$ cat src/rtl/mem_access_stage_if.sv
// Data-memory request/acknowledge bus between the memory-access stage (master)
// and the data memory or bus fabric (slave).
interface mem_access_stage_if;
  logic        dmem_req;
  logic        dmem_we;
  logic [31:0] dmem_addr;
  logic [3:0]  dmem_be;
  logic [31:0] dmem_wdata;
  logic        dmem_ack;
  logic [31:0] dmem_rdata;

  modport master (
    output dmem_req,
    output dmem_we,
    output dmem_addr,
    output dmem_be,
    output dmem_wdata,
    input  dmem_ack,
    input  dmem_rdata
  );

  modport slave (
    input  dmem_req,
    input  dmem_we,
    input  dmem_addr,
    input  dmem_be,
    input  dmem_wdata,
    output dmem_ack,
    output dmem_rdata
  );
endinterface

$ cat src/rtl/mem_access_stage.sv
// Memory-access pipeline stage: lane steering, load extension, alignment and
// bus-timeout checks, with a registered valid/ready result toward write-back.
module mem_access_stage #(
  parameter int unsigned MAX_WAIT = 255
) (
  input  logic                       clk,
  input  logic                       rstn,
  input  logic                       flush,
  input  logic                       in_valid,
  output logic                       in_ready,
  input  logic [31:0]                in_alu_result,
  input  logic [31:0]                in_store_data,
  input  logic                       in_mem_read,
  input  logic                       in_mem_write,
  input  logic [1:0]                 in_size,
  input  logic                       in_unsigned,
  input  logic [4:0]                 in_rd,
  input  logic                       in_reg_write,
  mem_access_stage_if.master         dmem,
  output logic                       out_valid,
  input  logic                       out_ready,
  output logic [31:0]                out_result,
  output logic [4:0]                 out_rd,
  output logic                       out_reg_write,
  output logic                       out_exc_misalign,
  output logic                       out_exc_bus
);

  localparam logic [0:0] ST_IDLE   = 1'b0;
  localparam logic [0:0] ST_ACCESS = 1'b1;
  localparam logic [7:0] WAIT_LAST = 8'(MAX_WAIT - 1);

  logic [0:0]  state_reg, state_next;
  logic [7:0]  wait_cnt_reg, wait_cnt_next;
  logic        kill_reg, kill_next;

  logic        req_reg, req_next;
  logic        we_reg, we_next;
  logic [31:0] addr_reg, addr_next;
  logic [3:0]  be_reg, be_next;
  logic [31:0] wdata_reg, wdata_next;
  logic [1:0]  size_reg, size_next;
  logic        unsigned_reg, unsigned_next;
  logic [4:0]  rd_reg, rd_next;
  logic        reg_write_reg, reg_write_next;

  logic        out_valid_reg, out_valid_next;
  logic [31:0] out_result_reg, out_result_next;
  logic [4:0]  out_rd_reg, out_rd_next;
  logic        out_reg_write_reg, out_reg_write_next;
  logic        out_mis_reg, out_mis_next;
  logic        out_bus_reg, out_bus_next;

  logic        hold;
  logic        accept;
  logic        is_mem;
  logic        misaligned;
  logic        misalign_hit;
  logic [3:0]  be_calc;
  logic [31:0] wdata_calc;
  logic [7:0]  rd_byte [4];
  logic [7:0]  sel_byte;
  logic [15:0] sel_half;
  logic [31:0] load_val;
  logic        ack_hit;
  logic        timeout;

  assign hold     = out_valid_reg && !out_ready;
  assign in_ready = (state_reg == ST_IDLE) && !hold;
  // flush suppresses capture of an instruction offered in the same cycle
  assign accept   = in_valid && in_ready && !flush;
  assign is_mem   = in_mem_read || in_mem_write;

  always_comb begin
    misaligned = 1'b0;
    be_calc    = 4'b1111;
    case (in_size)
      2'b00: begin
        misaligned = 1'b0;
        be_calc    = 4'b0001 << in_alu_result[1:0];
      end
      2'b01: begin
        misaligned = in_alu_result[0];
        be_calc    = 4'b0011 << in_alu_result[1:0];
      end
      default: begin
        misaligned = |in_alu_result[1:0];
        be_calc    = 4'b1111;
      end
    endcase
  end

  assign misalign_hit = is_mem && misaligned;

  // Store data replicated across lanes so the enabled lanes see the right bytes.
  for (genvar gi = 0; gi < 4; gi++) begin : g_lane
    always_comb begin
      case (in_size)
        2'b00:   wdata_calc[gi*8 +: 8] = in_store_data[7:0];
        2'b01:   wdata_calc[gi*8 +: 8] = in_store_data[(gi%2)*8 +: 8];
        default: wdata_calc[gi*8 +: 8] = in_store_data[gi*8 +: 8];
      endcase
    end
    assign rd_byte[gi] = dmem.dmem_rdata[gi*8 +: 8];
  end

  assign sel_byte = rd_byte[addr_reg[1:0]];
  assign sel_half = addr_reg[1] ? dmem.dmem_rdata[31:16] : dmem.dmem_rdata[15:0];

  always_comb begin
    case (size_reg)
      2'b00:   load_val = unsigned_reg ? {24'h0, sel_byte} : {{24{sel_byte[7]}}, sel_byte};
      2'b01:   load_val = unsigned_reg ? {16'h0, sel_half} : {{16{sel_half[15]}}, sel_half};
      default: load_val = dmem.dmem_rdata;
    endcase
  end

  // An ack in the final allowed cycle takes priority over the timeout.
  assign ack_hit = (state_reg == ST_ACCESS) && dmem.dmem_ack;
  assign timeout = (state_reg == ST_ACCESS) && !dmem.dmem_ack && (wait_cnt_reg == WAIT_LAST);

  always_comb begin
    state_next         = state_reg;
    wait_cnt_next      = wait_cnt_reg;
    kill_next          = kill_reg;
    req_next           = req_reg;
    we_next            = we_reg;
    addr_next          = addr_reg;
    be_next            = be_reg;
    wdata_next         = wdata_reg;
    size_next          = size_reg;
    unsigned_next      = unsigned_reg;
    rd_next            = rd_reg;
    reg_write_next     = reg_write_reg;
    out_valid_next     = out_valid_reg;
    out_result_next    = out_result_reg;
    out_rd_next        = out_rd_reg;
    out_reg_write_next = out_reg_write_reg;
    out_mis_next       = out_mis_reg;
    out_bus_next       = out_bus_reg;

    if (out_valid_reg && out_ready) begin
      out_valid_next = 1'b0;
    end

    case (state_reg)
      ST_IDLE: begin
        if (accept) begin
          if (!is_mem || misalign_hit) begin
            out_valid_next     = 1'b1;
            out_result_next    = in_alu_result;
            out_rd_next        = in_rd;
            out_reg_write_next = in_reg_write && !misalign_hit;
            out_mis_next       = misalign_hit;
            out_bus_next       = 1'b0;
          end else begin
            state_next     = ST_ACCESS;
            wait_cnt_next  = 8'd0;
            kill_next      = 1'b0;
            req_next       = 1'b1;
            we_next        = in_mem_write;
            addr_next      = in_alu_result;
            be_next        = be_calc;
            wdata_next     = wdata_calc;
            size_next      = in_size;
            unsigned_next  = in_unsigned;
            rd_next        = in_rd;
            reg_write_next = in_reg_write;
          end
        end
      end
      default: begin
        if (ack_hit || timeout) begin
          state_next    = ST_IDLE;
          req_next      = 1'b0;
          wait_cnt_next = 8'd0;
          kill_next     = 1'b0;
          if (!(kill_reg || flush)) begin
            out_valid_next = 1'b1;
            out_rd_next    = rd_reg;
            out_mis_next   = 1'b0;
            out_bus_next   = !ack_hit;
            if (ack_hit && !we_reg) begin
              out_result_next    = load_val;
              out_reg_write_next = reg_write_reg;
            end else begin
              out_result_next    = addr_reg;
              out_reg_write_next = 1'b0;
            end
          end
        end else begin
          // The bus transaction is never abandoned; a flush only marks it dead.
          wait_cnt_next = wait_cnt_reg + 8'd1;
          if (flush) begin
            kill_next = 1'b1;
          end
        end
      end
    endcase

    if (flush) begin
      out_valid_next = 1'b0;
    end
  end

  always_ff @(posedge clk or negedge rstn) begin
    if (!rstn) begin
      state_reg         <= ST_IDLE;
      wait_cnt_reg      <= 8'd0;
      kill_reg          <= 1'b0;
      req_reg           <= 1'b0;
      we_reg            <= 1'b0;
      addr_reg          <= 32'h0;
      be_reg            <= 4'h0;
      wdata_reg         <= 32'h0;
      size_reg          <= 2'b00;
      unsigned_reg      <= 1'b0;
      rd_reg            <= 5'd0;
      reg_write_reg     <= 1'b0;
      out_valid_reg     <= 1'b0;
      out_result_reg    <= 32'h0;
      out_rd_reg        <= 5'd0;
      out_reg_write_reg <= 1'b0;
      out_mis_reg       <= 1'b0;
      out_bus_reg       <= 1'b0;
    end else begin
      state_reg         <= state_next;
      wait_cnt_reg      <= wait_cnt_next;
      kill_reg          <= kill_next;
      req_reg           <= req_next;
      we_reg            <= we_next;
      addr_reg          <= addr_next;
      be_reg            <= be_next;
      wdata_reg         <= wdata_next;
      size_reg          <= size_next;
      unsigned_reg      <= unsigned_next;
      rd_reg            <= rd_next;
      reg_write_reg     <= reg_write_next;
      out_valid_reg     <= out_valid_next;
      out_result_reg    <= out_result_next;
      out_rd_reg        <= out_rd_next;
      out_reg_write_reg <= out_reg_write_next;
      out_mis_reg       <= out_mis_next;
      out_bus_reg       <= out_bus_next;
    end
  end

  assign dmem.dmem_req   = req_reg;
  assign dmem.dmem_we    = we_reg;
  assign dmem.dmem_addr  = {addr_reg[31:2], 2'b00};
  assign dmem.dmem_be    = be_reg;
  assign dmem.dmem_wdata = wdata_reg;

  assign out_valid        = out_valid_reg;
  assign out_result       = out_result_reg;
  assign out_rd           = out_rd_reg;
  assign out_reg_write    = out_reg_write_reg;
  assign out_exc_misalign = out_mis_reg;
  assign out_exc_bus      = out_bus_reg;

endmodule

$ cat src/flat_wrapper.sv
// flat-port wrapper written by rule: the top's interface ports become plain ports
module mem_access_stage_flat 
#(
  parameter int unsigned MAX_WAIT = 255
)
  (clk, rstn, flush, in_valid, in_ready, in_alu_result, in_store_data, in_mem_read, in_mem_write, in_size, in_unsigned, in_rd, in_reg_write, out_valid, out_ready, out_result, out_rd, out_reg_write, out_exc_misalign, out_exc_bus, dmem_dmem_req, dmem_dmem_we, dmem_dmem_addr, dmem_dmem_be, dmem_dmem_wdata, dmem_dmem_ack, dmem_dmem_rdata);
  mem_access_stage_if dmem_i ();
  input  logic clk;
  input  logic rstn;
  input  logic flush;
  input  logic in_valid;
  output logic in_ready;
  input  logic [31:0] in_alu_result;
  input  logic [31:0] in_store_data;
  input  logic in_mem_read;
  input  logic in_mem_write;
  input  logic [1:0] in_size;
  input  logic in_unsigned;
  input  logic [4:0] in_rd;
  input  logic in_reg_write;
  output logic out_valid;
  input  logic out_ready;
  output logic [31:0] out_result;
  output logic [4:0] out_rd;
  output logic out_reg_write;
  output logic out_exc_misalign;
  output logic out_exc_bus;
  output wire logic [$bits(dmem_i.dmem_req)-1:0] dmem_dmem_req;
  output wire logic [$bits(dmem_i.dmem_we)-1:0] dmem_dmem_we;
  output wire logic [$bits(dmem_i.dmem_addr)-1:0] dmem_dmem_addr;
  output wire logic [$bits(dmem_i.dmem_be)-1:0] dmem_dmem_be;
  output wire logic [$bits(dmem_i.dmem_wdata)-1:0] dmem_dmem_wdata;
  input wire logic [$bits(dmem_i.dmem_ack)-1:0] dmem_dmem_ack;
  input wire logic [$bits(dmem_i.dmem_rdata)-1:0] dmem_dmem_rdata;
  assign dmem_dmem_req = dmem_i.dmem_req;
  assign dmem_dmem_we = dmem_i.dmem_we;
  assign dmem_dmem_addr = dmem_i.dmem_addr;
  assign dmem_dmem_be = dmem_i.dmem_be;
  assign dmem_dmem_wdata = dmem_i.dmem_wdata;
  assign dmem_i.dmem_ack = dmem_dmem_ack;
  assign dmem_i.dmem_rdata = dmem_dmem_rdata;
  mem_access_stage #(.MAX_WAIT(MAX_WAIT)) u_core (.clk(clk), .rstn(rstn), .flush(flush), .in_valid(in_valid), .in_ready(in_ready), .in_alu_result(in_alu_result), .in_store_data(in_store_data), .in_mem_read(in_mem_read), .in_mem_write(in_mem_write), .in_size(in_size), .in_unsigned(in_unsigned), .in_rd(in_rd), .in_reg_write(in_reg_write), .dmem(dmem_i), .out_valid(out_valid), .out_ready(out_ready), .out_result(out_result), .out_rd(out_rd), .out_reg_write(out_reg_write), .out_exc_misalign(out_exc_misalign), .out_exc_bus(out_exc_bus));
endmodule
$ cat config.mk
export PLATFORM = sky130hd
export DESIGN_NAME = mem_access_stage_flat
export DESIGN_NICKNAME = d
export VERILOG_FILES = /design/src/rtl/mem_access_stage_if.sv /design/src/rtl/mem_access_stage.sv /design/src/flat_wrapper.sv
export SDC_FILE = /design/constraint.sdc
export NUM_CORES = 1
export LEC_CHECK = 0
export ABC_AREA = 1
export BUFFER_PORTS_ARGS = -buffer_cell sky130_fd_sc_hd__buf_2
export CORE_ASPECT_RATIO = 1.2
export CORE_MARGIN = 3
export CORE_UTILIZATION = 50
export DETAILED_ROUTE_END_ITERATION = 16
export PLACE_DENSITY = 0.79
export SLEW_MARGIN = 40
export SYNTH_ARGS = -nofsm -noshare
export SYNTH_HDL_FRONTEND = slang
export SYNTH_SLANG_ARGS = --single-unit
$ cat constraint.sdc
create_clock -name clk -period 5.1 [get_ports clk]
set_clock_uncertainty 0.15 [all_clocks]
set_input_delay 1.02 -clock clk [delete_from_list [all_inputs] [get_ports clk]]
set_output_delay 1.02 -clock clk [all_outputs]
set_load 0.03 [all_outputs]
==> impl_results.md <==
- Run status: finished, final reports clean
- Share of post-route cells with drive strength above 1: 0.273
- Number of synthesized register bits: 130
- Routed wire length: about 20000 um
- PD cells: 524 nW/um2
- Hold crit path type: input pin to asynchronous set/reset pin
- DIE HEIGHT: between 100 and 150 um
- Area of the core: 13900 um2
- Routed WL per cell: 16.0 um
- CTS tree: built
- Max_slew headroom: 0.535
- Worst slew pin tran: 0.697 ns
- Skew-Pair Late Insertion Delay: 0.41 ns
- Worst EP arrival: 3.63 ns
- Final setup fails: 0
- Hold Vio Cnt, Final: 0
- Setup WS pre-CTS: 1.24 ns
- Via Count: 6907
- Type of origin of the critical path: input pin
- Maximum clock rate: 290 MHz
- Reg-to-reg critical path endpoint: u_core.dmem.dmem_be[3]
- # DRC: 0
- Ranking of synthesized cells by area: dfrtp_1 46%, nand2_1 18%, nand3_1 5.7%
- GRT overflow: 0
- Drt via density: roughly 5.4
- Fin. max-slew vios: 0
- DP Area: 7970 um2
- FF-to-FF path depth: 6
- CTS Buf Count: 17
- Largest net degree at the start of global routing: 103
- Final critical-path required period: 3.45 ns
- Final Cell Area: approximately 8600 um2
- Post_cts resized: 0
- Routability cong.: 0.891
- Drt first pass iters: 5
- Dpl hpwl: roughly 14000 um
- Mapped Cells: ~940
- Initial antenna violation count: 2
- Vias in the first global route: between 6000 and 7000
- Worst-path fanout max: between 70 and 80
- Top-area cell type share of the netlist area: 0.457
- First-pass GRT wire length: roughly 32000 um
- Post-CTS Hold Buffers: 0
- Sequential area share after synthesis: 0.457
- RR Startpoint: u_core.state_reg
- Clock Tree Buf Depth: 2
- Top Ports: 225
- Data required time at the worst endpoint: 5.28 ns
- Final Power: 0.00451 W
- DRT antenna net count: 0
- Clock Root Buffer: clkbuf_16
- EDFF count, synth: 0
- Initial Utilization: 0.513
- R2R Setup Slk: 2.00 ns
- Layout area overhead: 21.0%
- Post-synth top cells: 345 x nand2_1, 130 x dfrtp_1, 81 x nand3_1, 56 x nor2_1, 53 x o21ai_0
- Clock sinks: 130
- Sum Neg Setup Slack: 0 ns
- Mapped Area: 7120 um2
- Die width: about 110 um
- Leak pwr: ~4.5 nW
- DIE AREA: between 15000 and 20000 um2
- Maximum VDD drop: 0.277 mV
- Postcts setup bufs: 0
- Worst setup EP type: flip-flop
- IO Port Bufs: 222
- Ys Warns: 0
- Top cell by count, worst path: nand3_1
- NumNets Final: between 1000 and 1500
- Crit-path slowest cell: buf_4
- Initial drt markers: 665
- Unrepaired setup endpoints after global routing: false
- WS Path Type: input pin to flip-flop
- Distinct cells, synth: 36
- Max-cap viol count: 0
- Tot GR Track Use: 0.258
- Top FF cell, synth: dfrtp_1
- Worst-path clk slew: 0.06 ns
- Post-synth ARST share: 1.00
- Row cnt: 47
- Crit-path max cell delay: 0.64 ns
- H-tree levels: 4
- Cell taking the most area after synthesis: dfrtp_1
- Period utilization: 0.677
- CP startpoint: in_size[1]
- Crit path cell chain: buf_2 -> inv_1 -> nand3_1 -> nand3_1 -> nor2_4 -> buf_4 -> nand2_1 -> o211ai_1
- FILL cells: roughly 1300
- Synthesized area per cell: around 7.5 um2
- Setup WS post-layout: 1.65 ns
- Most common cell in the synthesized netlist: nand2_1
-- metrics by stage --
stage / utilization / cells / hold slack [ns]
4_1_cts: 0.618 / 1285 / 0.323
2_1_floorplan: - / 945 / 0.292
3_5_place_dp: 0.574 / 1253 / 0.309
3_3_place_gp: 0.573 / 1253 / 0.300
5_1_grt: 0.620 / 1287 / 0.285
6_report: 0.620 / 1287 / 0.293
-- cell type report --
| class | instances | area, um2 | share of cell area |
|---|---|---|---|
| sequential | 130 | 3250 | 0.378 |
| multi-input combinational | 674 | 3150 | 0.366 |
| tap | 171 | 214 | 0.0249 |
| timing repair buffer | 227 | 1180 | 0.137 |
| antenna | 1 | 2.50 | 0.000291 |
| clock inverter | 15 | 183 | 0.0212 |
| clock buffer | 17 | 425 | 0.0494 |
| inverter | 52 | 199 | 0.0231 |
-- kinds of logic after synthesis --
group / Yosys count / share of synthesized area
and+or+nand+nor: 527 / 0.320
buffers and inverters: 141 / 0.102
adders and majority gates: 2 / 0.00352
xor gates and xnor gates: 1 / 0.00123
other: 1 / 0.000527
DFF: 130 / 0.457
AOI/OAI and AO/OA: 142 / 0.116
-- cells in the final DEF, fill, tap and decap left out, types with 4 or more instances in the layout --
cell type   synthesis  routed
buf_2              20     221
clkinv_4            0       4
dfrtp_1           130     129
inv_1              47      46
o21ai_0            53      53
nor3_2             10      10
nand4_1            12      12
a41oi_1             8       8
clkbuf_16           0      17
clkinvlp_4          0       4
nand3_1            81      81
nor2_1             56      56
a31oi_1            18      18
inv_2               4       4
buf_4              39       4
nor3_1              6       6
o21ai_1            33      33
nand2_1           345     345
a21oi_1            13      13
a21oi_2            13      13
-- routing by layer --
metal	share of wire	track usage	vias to the layer above
met5	0.00063	0	-
met4	0.022	0.0809	2
met3	0.061	0.0610	38
met2	0.49	0.418	255
met1	0.42	0.344	3261
li1	-	-	3351
-- how the worst max path moves through the flow --
stage,depth (start not counted),slack (ns),endpoint
after global routing,8,1.32,u_core.dmem.dmem_be[3]
after global placement,8,1.38,u_core.addr_reg[22]
after detailed placement,8,1.24,u_core.dmem.dmem_be[3]
final,8,1.65,u_core.dmem.dmem_be[3]
after floorplan,4,2.56,in_ready
after CTS,8,1.67,u_core.dmem.dmem_be[3]
-- worst max-delay path: cells and delay by family --
| kind | cells | cell delay, ns |
|---|---|---|
| AO/OA/AOI/OAI | 1 | 0.20 |
| buffers and inverters | 3 | 1.37 |
| AND/OR/NAND/NOR | 4 | 1.02 |
-- power breakdown --
| group | switching, W | internal (W) | leakage (nW) | total [W] |
|---|---|---|---|---|
| Combinational | 0.00120 | 0.000486 | 2.59 | 0.00168 |
| Clock | 0.000489 | 0.000773 | 0.286 | 0.00126 |
| Sequential | 0.000220 | 0.00135 | 1.59 | 0.00157 |
| Total | 0.00191 | 0.00261 | 4.46 | 0.00451 |
Power figures use the tool's default switching activity.
